<file path="src/rtl/updn_counter_sat_wrap.sv">
// updn_counter_sat_wrap: bounded up/down counter with saturate/wrap limits and optional sequential BCD converter (UPDN_COUNTER_BCD_EN)
module updn_counter_sat_wrap #(
  parameter int WIDTH      = 8,
  parameter int MIN_VAL    = 0,
  parameter int MAX_VAL    = 2**WIDTH-1,
  parameter bit WRAP       = 1'b0,
  parameter int BCD_DIGITS = 3
) (
  input  logic                    CLK,
  input  logic                    RST,
  input  logic                    CLR,
  input  logic                    LOAD,
  input  logic [WIDTH-1:0]        LOAD_VAL,
  input  logic                    ENABLE,
  input  logic                    UPDN,
  output logic [WIDTH-1:0]        VALUE,
  output logic                    AT_MAX,
  output logic                    AT_MIN,
  output logic                    WRAP_PULSE,
  output logic                    SAT,
  output logic [4*BCD_DIGITS-1:0] BCD_VALUE,
  output logic                    BCD_VALID
);
  localparam logic [WIDTH-1:0] MIN_W = WIDTH'(MIN_VAL);
  localparam logic [WIDTH-1:0] MAX_W = WIDTH'(MAX_VAL);
  localparam logic [WIDTH:0]   MIN_X = {1'b0, MIN_W};
  localparam logic [WIDTH:0]   MAX_X = {1'b0, MAX_W};
  logic             lim;
  logic             step;
  logic [WIDTH:0]   lx;
  logic [WIDTH-1:0] clamp;
  assign AT_MAX = VALUE == MAX_W;
  assign AT_MIN = VALUE == MIN_W;
  assign lim    = UPDN ? AT_MAX : AT_MIN;
  assign step   = !CLR && !LOAD && ENABLE;
  // One extra bit keeps the limit compares free of constant-result forms at the extremes
  assign lx     = {1'b0, LOAD_VAL};
  assign clamp  = (lx + (WIDTH+1)'(1)) <= MIN_X ? MIN_W : lx > MAX_X ? MAX_W : LOAD_VAL;
  // Count register with CLR > LOAD > ENABLE priority; limit tested before stepping so no overflow
  always_ff @(posedge CLK or posedge RST) begin
    if (RST) begin
      VALUE      <= MIN_W;
      WRAP_PULSE <= 1'b0;
      SAT        <= 1'b0;
    end else begin
      WRAP_PULSE <= step && lim && WRAP;
      SAT        <= step && lim && !WRAP;
      VALUE      <= CLR ? MIN_W :
                    LOAD ? clamp :
                    !ENABLE ? VALUE :
                    !lim ? (UPDN ? VALUE + WIDTH'(1) : VALUE - WIDTH'(1)) :
                    !WRAP ? VALUE :
                    UPDN ? MIN_W : MAX_W;
    end
  end
`ifdef UPDN_COUNTER_BCD_EN
  typedef enum logic {IDLE, SHIFT} state_t;
  localparam int CW = $clog2(WIDTH+1);
  localparam int BW = 4*BCD_DIGITS;
  state_t           state;
  logic             dirty;
  logic             restart;
  logic [WIDTH-1:0] snap;
  logic [WIDTH-1:0] sh;
  logic [BW-1:0]    acc;
  logic [BW-1:0]    adj;
  logic [CW-1:0]    cnt;
  assign restart = dirty || VALUE != snap;
  // Add-3 correction of every digit that would overflow past 9 on the next shift
  always_comb begin
    adj = acc;
    for (int i = 0; i < BCD_DIGITS; i++)
      adj[4*i +: 4] = acc[4*i +: 4] >= 4'd5 ? acc[4*i +: 4] + 4'd3 : acc[4*i +: 4];
  end
  // Double-dabble sequencer: any VALUE change (re)starts from a fresh snapshot, one bit per edge
  always_ff @(posedge CLK or posedge RST) begin
    if (RST) begin
      state     <= IDLE;
      dirty     <= 1'b1;
      snap      <= '0;
      sh        <= '0;
      acc       <= '0;
      cnt       <= '0;
      BCD_VALUE <= '0;
      BCD_VALID <= 1'b0;
    end else if (restart) begin
      state     <= SHIFT;
      dirty     <= 1'b0;
      snap      <= VALUE;
      sh        <= VALUE;
      acc       <= '0;
      cnt       <= CW'(WIDTH);
      BCD_VALID <= 1'b0;
    end else if (state == SHIFT) begin
      {acc, sh} <= {adj, sh} << 1;
      cnt       <= cnt - CW'(1);
      if (cnt == CW'(1)) begin
        BCD_VALUE <= {adj[BW-2:0], sh[WIDTH-1]};
        BCD_VALID <= 1'b1;
        state     <= IDLE;
      end
    end
  end
`else
  assign BCD_VALUE = '0;
  assign BCD_VALID = 1'b0;
`endif
endmodule

</file>
<file path="config.mk">
export PLATFORM = sky130hd
export DESIGN_NAME = updn_counter_sat_wrap
export DESIGN_NICKNAME = d
export VERILOG_FILES = /design/src/rtl/updn_counter_sat_wrap.sv
export SDC_FILE = /design/constraint.sdc
export NUM_CORES = 1
export LEC_CHECK = 0
export CAP_MARGIN = 0
export CORE_MARGIN = 1.5
export CORE_UTILIZATION = 25
export CTS_BUF_LIST = sky130_fd_sc_hd__clkbuf_8 sky130_fd_sc_hd__clkbuf_16
export DETAILED_ROUTE_END_ITERATION = 12
export PLACE_DENSITY = 0.56
export SLEW_MARGIN = 0
export SYNTH_ARGS = -nofsm -noshare
export SYNTH_HDL_FRONTEND = slang
export SYNTH_SLANG_ARGS = --single-unit
</file>
<file path="constraint.sdc">
create_clock -name CLK -period 2.9 [get_ports CLK]
set_input_delay 0.435 -clock CLK [delete_from_list [all_inputs] [get_ports CLK]]
set_output_delay 0.435 -clock CLK [all_outputs]
set_load 0.05 [all_outputs]
</file>
Yosys cells after proc, flatten, opt, wreduce, memory -nomap -nowiden
Cells that the tools add are included.
- register bits after elaboration: 9
- add/sub/neg operators: 3
- order comparisons: 2
- equality and inequality tests: 2
- multiplexer cells: 8
- reduce and logical (&&, ||, !) cells: 8
- operator list (kind ; number):
    8-bit 2-to-1 mux ; 7
    8-bit by 1-bit adder with 9-bit output, second input constant ; 1
    9-bit by 1-bit less-or-equal comparator with 1-bit output, second input constant ; 1
    8-bit by 1-bit adder with 8-bit output, second input constant ; 1
    8-bit equality test, second input constant ; 1
    8-bit > comparator, second input constant ; 1
    8-bit logical NOT ; 1
    8-bit by 1-bit subtractor with 8-bit output, second input constant ; 1
    1-bit logical AND ; 3
    3-bit inequality test, second input constant ; 1
    3-bit nonzero test ; 1
    1-bit logical NOT ; 2
    2-bit AND reduction ; 1
    1-bit 2-to-1 mux ; 1

Depth between registers and ports, before layout
- word-level depth: 6
- depth in mapped cells: 7
- mapped depth without buffers: 7

Worst setup path after synthesis
No wires, ideal clock.
- kind: flip-flop to flip-flop
- start point: register VALUE[1]
- end point: register VALUE[7]
- library setup time: 0.133 ns
- arrival time: 2.244 ns
- required time: 2.767 ns
- setup slack: 0.524 ns
- cell stages (with the launch flop): 6
- cells stage by stage: dfrtp_1 -> or4_4 -> nor2_1 -> nor4_1 -> mux2i_1 -> o211ai_1
- elaborated cells on any way between the ends: 12
- classes of those cells: add/sub: 2; eq/ne: 2; mux: 6; reduce/logical: 2
- RTL lines (item ; line ; RTL):
    start: declaration ; 16 ; output logic [WIDTH-1:0] VALUE,
    start signal: assignment ; 48 ; VALUE <= CLR ? MIN_W :
    8-bit logical NOT ; 33 ; assign AT_MIN = VALUE == MIN_W;
    named net AT_MIN ; 18 ; output logic AT_MIN,
    1-bit 2-to-1 mux ; 34 ; assign lim = UPDN ? AT_MAX : AT_MIN;
    3-bit inequality test (no line) ; -- ;
    2-bit AND reduction (no line) ; -- ;
The timed path passes the listed nets, and every way through them passes these cells. The select of a mux whose other input is x is not followed.
A chain may end at the register's enable or synchronous reset.

Final worst setup path
- start point: register VALUE[1]
- end point: output AT_MIN
- word-level cells in the longest chain between the ends: 1
- RTL lines (item ; line):
    8-bit logical NOT ; 33
    end: declaration ; 18
Every way passes these cells.

==> impl_metrics.ini <==
[status]
status = finished, final reports clean

[timing]
fin_crit_ps = 2692
finalCritPeriodShare = 0.9283
fmax_mhz = 371.5
finClkSkew_ps = 4.850
hold_viol = 0
setup_viol = 0
tns_ps = 0
rsz0062_at_grt = false
tightest_slew_ps = 497.9
slew_viol_final = 0
fin_ws_ps = 207.9
relSlewSlack = 0.6670

[worst_setup_path]
cpPeakStageDelay_ps = 830
rr_endpoint = VALUE[6]
crit_path_top_delay_cell = clkdlybuf4s50_1
cp.required_ps = 2470
end_kind = output port
crit_chain = or4_4 > nor2_1 > clkdlybuf4s50_1
worst_r2r_startpoint = VALUE[2]
crit_buf_inv = 1
crit_fanout = 6
reg2reg_depth = 6
critPathLaunchType = flip-flop
r2r_slack_ps = 770
worstSetupPathType = reg -> out
critPathTopFamily = buffers and inverters
worstPathArrival_ps = 2260

[logic_synthesis]
synth_cells = 109
synth_top_family_by_area = simple AND/OR/NAND/NOR gates
synthAdderAreaFrac = 0.1024
synthDistinctLibCells = 42
ys_seq_elements = 9
synth-compound-area-share = 0.2008
synth_xor_area_frac = 0.02830
synth_edf_count = 0
synth-main-ff-cell = dfrtp_1
syn_avg_cell_area_um2 = 8.517
synth-seq-area-share = 0.2426
synth-simple-area-share = 0.2358
syn-cell-area_um2 = 928.4
yosysWarnings = 0
synth_mux_area_frac = 0.03235
ys_async_sr_fraction = 1.000

[final_layout]
final_cell_mix = clkdlybuf4s50_1 (24), conb_1 (14), nand3_1 (10), dfrtp_1 (9), nor2_1 (8)
layout_commonest_cell = clkdlybuf4s50_1
fin_nets = 160
syn2layout_area_growth_pct = 32.08
drive_above_1_share = 0.08696
diodes = 0

[placed_design]
hpwlAfterDp_um = 2005
gp_congestion = 0.8538
numPortBuffers = 24
dp_slack_ps = 176.9

[floorplan]
die_y_um = 63.94
row_count = 21
start_util = 0.2697
dieWidth_um = 63.94
design.core.area_um2 = 3442
ios = 39
die-area_um2 = 4088

[grt]
grt_pass1_vias = 819
antenna_found_initial = 0
gr-total-overflow = 0
grt.total_usage = 0.1237
grt_max_degree = 13
grt_pass1_wl_um = 3898

[power]
p_per_area_nw_per_um2 = 462.8
power.leakage_nw = 0.5243
ir_worst_vdd_mv = 0.1582

[drt]
drtIter0Drc = 29
antenna_left = 0
via_count = 922
drc = 0
drtPass1Iterations = 4
viasPerCell = 5.011
wirelength_um = 2449
wl_per_cell_um = 13.31

[clock_tree]
postCtsSetupBuffers = 0
clock_tree.root_cell = clkbuf_8
cts.sinks = 9
cts.repair.resized = 0
htreeDepth = 1
hold_buffers = 0
numCtsBuffers = 3
clkLatencyLatePin_ps = 240
cts_tree = built
clk_path_buf_depth = 2
path_clk_slew_ps = 50

[worst_hold_path]
hp-class = in -> async

[job]
max_cap_viol_count = 0
worst max-delay path by stage:
stage	startpoint	endpoint	slack, ps	cells after the start
floorplan	VALUE[1]	VALUE[7]	520	5
global placement	UPDN	VALUE[7]	220	9
detailed placement	UPDN	VALUE[6]	180	8
CTS	VALUE[1]	AT_MIN	190	3
global route	VALUE[1]	AT_MIN	100	3
finish	VALUE[1]	AT_MIN	210	3
layout make-up:
| type | count | area [um2] |
|---|---|---|
| fillers | 360 | 2216 |
| multi-input cells | 91 | 609.3 |
| repair buffers | 27 | 262.8 |
| flip-flops and latches | 9 | 225.2 |
| well taps | 46 | 57.56 |
| clock buffers | 3 | 41.29 |
| inverters | 7 | 26.28 |
| clock inverters | 1 | 3.754 |
Yosys cell counts (2+ instances only):
cell | number | area (um2)
ha_1 | 6 | 75.07
nand2_1 | 3 | 11.26
a21oi_1 | 3 | 15.01
a211oi_1 | 4 | 30.03
clkinv_1 | 2 | 7.510
o21ai_0 | 4 | 20.02
xnor2_1 | 2 | 17.52
nor3_1 | 2 | 10.01
nand4_1 | 3 | 18.77
o211ai_1 | 3 | 22.52
nand3_1 | 10 | 50.05
mux2i_1 | 3 | 30.03
nor2_1 | 8 | 30.03
inv_1 | 5 | 18.77
o31ai_1 | 2 | 15.01
buf_4 | 14 | 105.1
dfrtp_1 | 9 | 225.2
or4_4 | 2 | 22.52
cell families (layout without fill, tap and decap cells):
logic type,count (synthesis),in the layout
AOI/OAI and AO/OA,26,26
xor gates and xnor gates,3,3
adders and majority gates,7,7
buffers and inverters,22,38
DFF,9,9
muxes,3,3
other,1,14
and+or+nand+nor,38,38
where the power goes:
| part | total (mW) | internal (mW) | leakage [nW] | switching, mW |
|---|---|---|---|---|
| Combinational | 0.262 | 0.0964 | 0.379 | 0.166 |
| Clock | 0.151 | 0.0929 | 0.0269 | 0.0577 |
| Sequential | 0.154 | 0.137 | 0.118 | 0.0177 |
stage by stage:
| stage | instances | instance area, um2 | hold WS, ps | util | power (mW) |
|---|---|---|---|---|---|
| 3_3_place_gp | 180 | 1181 | 620.0 | 0.3431 | 0.4168 |
| 3_5_place_dp | 180 | 1181 | 615.0 | 0.3431 | 0.4189 |
| 4_1_cts | 184 | 1226 | 494.4 | 0.3562 | 0.5695 |
| 6_report | 184 | 1226 | 467.0 | 0.3562 | 0.5675 |
| 5_1_grt | 184 | 1226 | 503.2 | 0.3562 | 0.5990 |
| 2_1_floorplan | 122 | 977.2 | 262.9 | - | 0.3576 |
sequential cells by signal (all words and copies together), names as in the netlist:
name and count:
VALUE 8, SAT 1
layer usage:
metal,up-vias,share of wire,global-route usage
li1,444,-,-
met1,442,0.45,0.1548
met2,29,0.48,0.2005
met3,7,0.047,0.03521
met4,0,0.018,0.04620
met5,-,0,0
No activity file was read; power rests on OpenSTA's default activity.
